==> src/rtl/reg_file_mp.sv <==
// reg_file_mp: register file with one write port and NUM_RD registered read ports with write bypass.
// Ports: clk, rst_n (async active-low); we/waddr/wdata write port;
// re/raddr per-port read request; rdata/rvalid per-port registered result and update pulse.
module reg_file_mp #(
  parameter int DATA_W   = 32,
  parameter int ADDR_W   = 5,
  parameter int NUM_RD   = 2,
  parameter int ZERO_REG = 1
) (
  input  logic                     clk,
  input  logic                     rst_n,
  input  logic                     we,
  input  logic [ADDR_W-1:0]        waddr,
  input  logic [DATA_W-1:0]        wdata,
  input  logic [NUM_RD-1:0]        re,
  input  logic [NUM_RD*ADDR_W-1:0] raddr,
  output logic [NUM_RD*DATA_W-1:0] rdata,
  output logic [NUM_RD-1:0]        rvalid
);
  localparam int DEPTH = 1 << ADDR_W;
  logic [DATA_W-1:0] mem [DEPTH];
  logic [DATA_W-1:0] nxt [NUM_RD];
  logic wen;
  assign wen = we && !(ZERO_REG != 0 && waddr == '0);
  always_ff @(posedge clk or negedge rst_n)
    if (!rst_n) for (int k = 0; k < DEPTH; k++) mem[k] <= '0;
    else if (wen) mem[waddr] <= wdata;
  // Hard zero beats bypass so a dropped write to r0 never leaks through.
  always_comb
    for (int p = 0; p < NUM_RD; p++)
      nxt[p] = (ZERO_REG != 0 && raddr[p*ADDR_W +: ADDR_W] == '0) ? '0 :
               (we && waddr == raddr[p*ADDR_W +: ADDR_W]) ? wdata :
               mem[raddr[p*ADDR_W +: ADDR_W]];
  always_ff @(posedge clk or negedge rst_n)
    if (!rst_n) begin
      rdata  <= '0;
      rvalid <= '0;
    end else begin
      rvalid <= re;
      for (int p = 0; p < NUM_RD; p++)
        if (re[p]) rdata[p*DATA_W +: DATA_W] <= nxt[p];
    end
endmodule

==> config.mk <==
export PLATFORM = sky130hd
export DESIGN_NAME = reg_file_mp
export DESIGN_NICKNAME = d
export VERILOG_FILES = /design/src/rtl/reg_file_mp.sv
export SDC_FILE = /design/constraint.sdc
export NUM_CORES = 2
export LEC_CHECK = 0
export BUFFER_PORTS_ARGS = -buffer_cell sky130_fd_sc_hd__clkbuf_2
export CORE_MARGIN = 5
export CORE_UTILIZATION = 24
export DETAILED_ROUTE_END_ITERATION = 6
export GPL_TIMING_DRIVEN = 0
export PLACE_DENSITY_LB_ADDON = 0.1
export SYNTH_ARGS = -nofsm -noshare
export SYNTH_HDL_FRONTEND = slang
export SYNTH_SLANG_ARGS = --single-unit
==> constraint.sdc <==
create_clock -name clk -period 2 [get_ports clk]
set_input_delay 0.3 -clock clk [delete_from_list [all_inputs] [get_ports clk]]
set_output_delay 0.3 -clock clk [all_outputs]
set_load 0.01 [all_outputs]
==> metrics <==
PnR Total Power=about 70 mW; die width=494.9 µm; setup tns final=-2.193 ns; routed vias=37540; clock skew=0.03209 ns; DP HPWL=175.6 mm; gr ovfl total=0; area of the multi-input gates=27680 µm²; fin crit share=106.1%; Worst-Skew Late Latency=0.79 ns; Root Buffer=clkbuf_16; Hold Crit Class=in -> async; max_cap viols=0; Cell Area, Placed=between 60000 and 70000 µm²; die height=494.9 µm; asr flop ratio synth=100.0%; post-synthesis sequential area ratio=48.33%; vias in the first global route=39320; post-synth cell types=37; Synth Net Count=3770; Final Slew Violations=0; YS warnings=0; layout cell share with drive strength beyond 1=between 50% and 60%; CP max stage delay=0.67 ns; final setup margin=-0.1229 ns; Worst Setup End Kind=flop; Mean Syn Cell Area=15.18 µm²; cell taking the most area after synthesis=dfrtp_1; GPL Wtd Cong=between 0.7 and 0.8; Pleak=28.83 nW; RSZ-0062 raised after global routing=true; Hold Buf Count CTS=43; Post-Place Cells=around 7000; maximum VDD drop=around 0.77 mV; WP data required=2.72 ns; Tmin final=about 2.1 ns; Gate Count Post-Synth=approximately 3700; fmax=471.0 MHz; via-per-instance ratio=a little over 5; critical path class=in -> reg; count leader, synth=dfrtp_1; Place WS=-2.599 ns; clock slew at reported path FFs=0.06 ns; crit path max fanout=10; Post-synth EDFFs=0; final setup fails=67; FP Rows=178; Final Non-Filler Cells=7353; H-tree levels=4; crit-path cells=clkbuf_2 > clkinv_1 > a2111oi_4 > buf_2 > clkbuf_4 > a22o_1 > or3_1; status=finished, violations left; die area=roughly 240000 µm²; ranking of synthesized cells by area=dfrtp_1 48%, mux2_2 20%, mux4_2 19%, mux2i_1 2.3%, a22oi_1 2.1%; Slew @ Worst Pin=1.376 ns; Slowest cell on crit path=a2111oi_4; largest net degree at the start of global routing=98; Worst setup SP type=input pin; final hold vios=86; I/O pin total=118; Seq. cell area=27280 µm²; CTS max path bufs=3; Fill cells=23840; core outline area=234700 µm²; Hold WS=-0.3345 ns; #FFs+latches synth=approximately 1100; TritonCTS buffer count=approximately 140; ANT nets after route=0; Remaining DRCs=0; GRT Resource Usage Total=20.56%; violated checks=negative hold slack, negative setup slack; fin util=29.06%; data arrival time at the worst-slack endpoint=roughly 2.9 ns; initial antenna violation count=19; Post-synth top cells=1090 x dfrtp_1, 992 x mux2_2, 480 x mux4_2; DRT Pass-1 Iters=5; Detailed Route WL=254.0 mm; DRT iter0 DRCs=around 2600; DR WL/cell=34.55 µm; Layout area overhead=20.86%; Synth Cell Area=56440 µm²; PwrDens=between 1000 and 1500 nW/µm²; Starting Density=24.04%; top_reg_cell synth=dfrtp_1; Final Cell Area=68210 µm²; clk sink count=1090; CTS tree=built; Slew headroom=under 10%; NumNets Final=4140; first-pass GRT wire length=347.5 mm; port bufs=roughly 110; top-area cell type share of the netlist area=between 40% and 50%
==> worst max-delay path, delay by kind of cell <==
| family | cells | cell delay [ns] |
|---|---|---|
| compound gates | 2 | 0.87 |
| simple gates | 1 | 0.11 |
| buf+inv | 4 | 1.55 |
==> per-layer routing <==
metal / share of wire (%) / track usage, % / wire [µm]
met1: 44 / 27.78 / 112700
met4: 3.9 / 7.597 / 9914
met5: 0.0083 / 0 / 21
met2: 48 / 33.53 / 121700
met3: 3.8 / 3.008 / 9724
==> layout make-up <==
type	instances	share of cell area (%)
Buffer	428	3.769
Inverter	4	0.02751
Clock buffer	227	6.354
Antenna cell	11	0.04035
Timing Repair Buffer	225	2.992
Multi-Input combinational cell	2195	40.58
Sequential cell	1090	39.99
Tap cell	3150	5.778
Clock inverter	23	0.4696
==> state kept, by name, summed over array words and instances (netlist names) <==
name    count
mem      1024
rdata      64
rvalid      2
==> worst paths after layout <==
check                           startpoint   endpoint  slack (ns)  depth (start not counted)
worst max-delay path                 re[0]  rdata[19]       -0.12                          7
worst min-delay path                 rst_n   mem[195]       -0.33                          2
worst max register to register    mem[919]  rdata[23]       -0.06                          4
worst min register to register   mem[1001]  mem[1001]        0.48                          1
max in group asynchronous            rst_n   mem[944]        0.55                          5
min in group clk                 wdata[22]  rdata[54]        0.05                          2
==> cell families after synthesis <==
group / count (synthesis) / synth area share, %
AOI/OAI and AO/OA: 423 / 5.480
xor gates and xnor gates: 10 / 0.1552
DFF: 1090 / 48.33
buffers and inverters: 433 / 3.179
and+or+nand+nor: 162 / 1.645
muxes: 1600 / 41.21
==> placed cells by master, fill, tap and decap left out, types with 33 or more instances in the layout <==
| cell type | n |
|---|---|
| clkbuf_2 | 198 |
| mux2i_1 | 128 |
| clkbuf_16 | 152 |
| mux2_2 | 992 |
| nor2b_1 | 48 |
| dlygate4sd3_1 | 35 |
| a22oi_1 | 159 |
| clkbuf_4 | 38 |
| a21oi_1 | 74 |
| buf_4 | 70 |
| clkbuf_1 | 203 |
| dfrtp_1 | 1090 |
| buf_6 | 33 |
| mux4_2 | 480 |
| buf_2 | 38 |
| a221oi_1 | 64 |
==> repair_timing <==
item,CTS,global route
pin swaps,4,3
endpoints found under the setup margin,527,119
resized for setup,191,61
buffers inserted,37,19
gates cloned,4,0
endpoints found under the hold margin,189,86
==> report_power, final <==
group          internal, mW  switching [mW]  total, mW
combinational          8.07            6.20       14.3
sequential             26.3            3.24       29.5
clock                  15.7            10.5       26.2
total                  50.0            19.9       70.0
(Power assumes the default switching activity.)
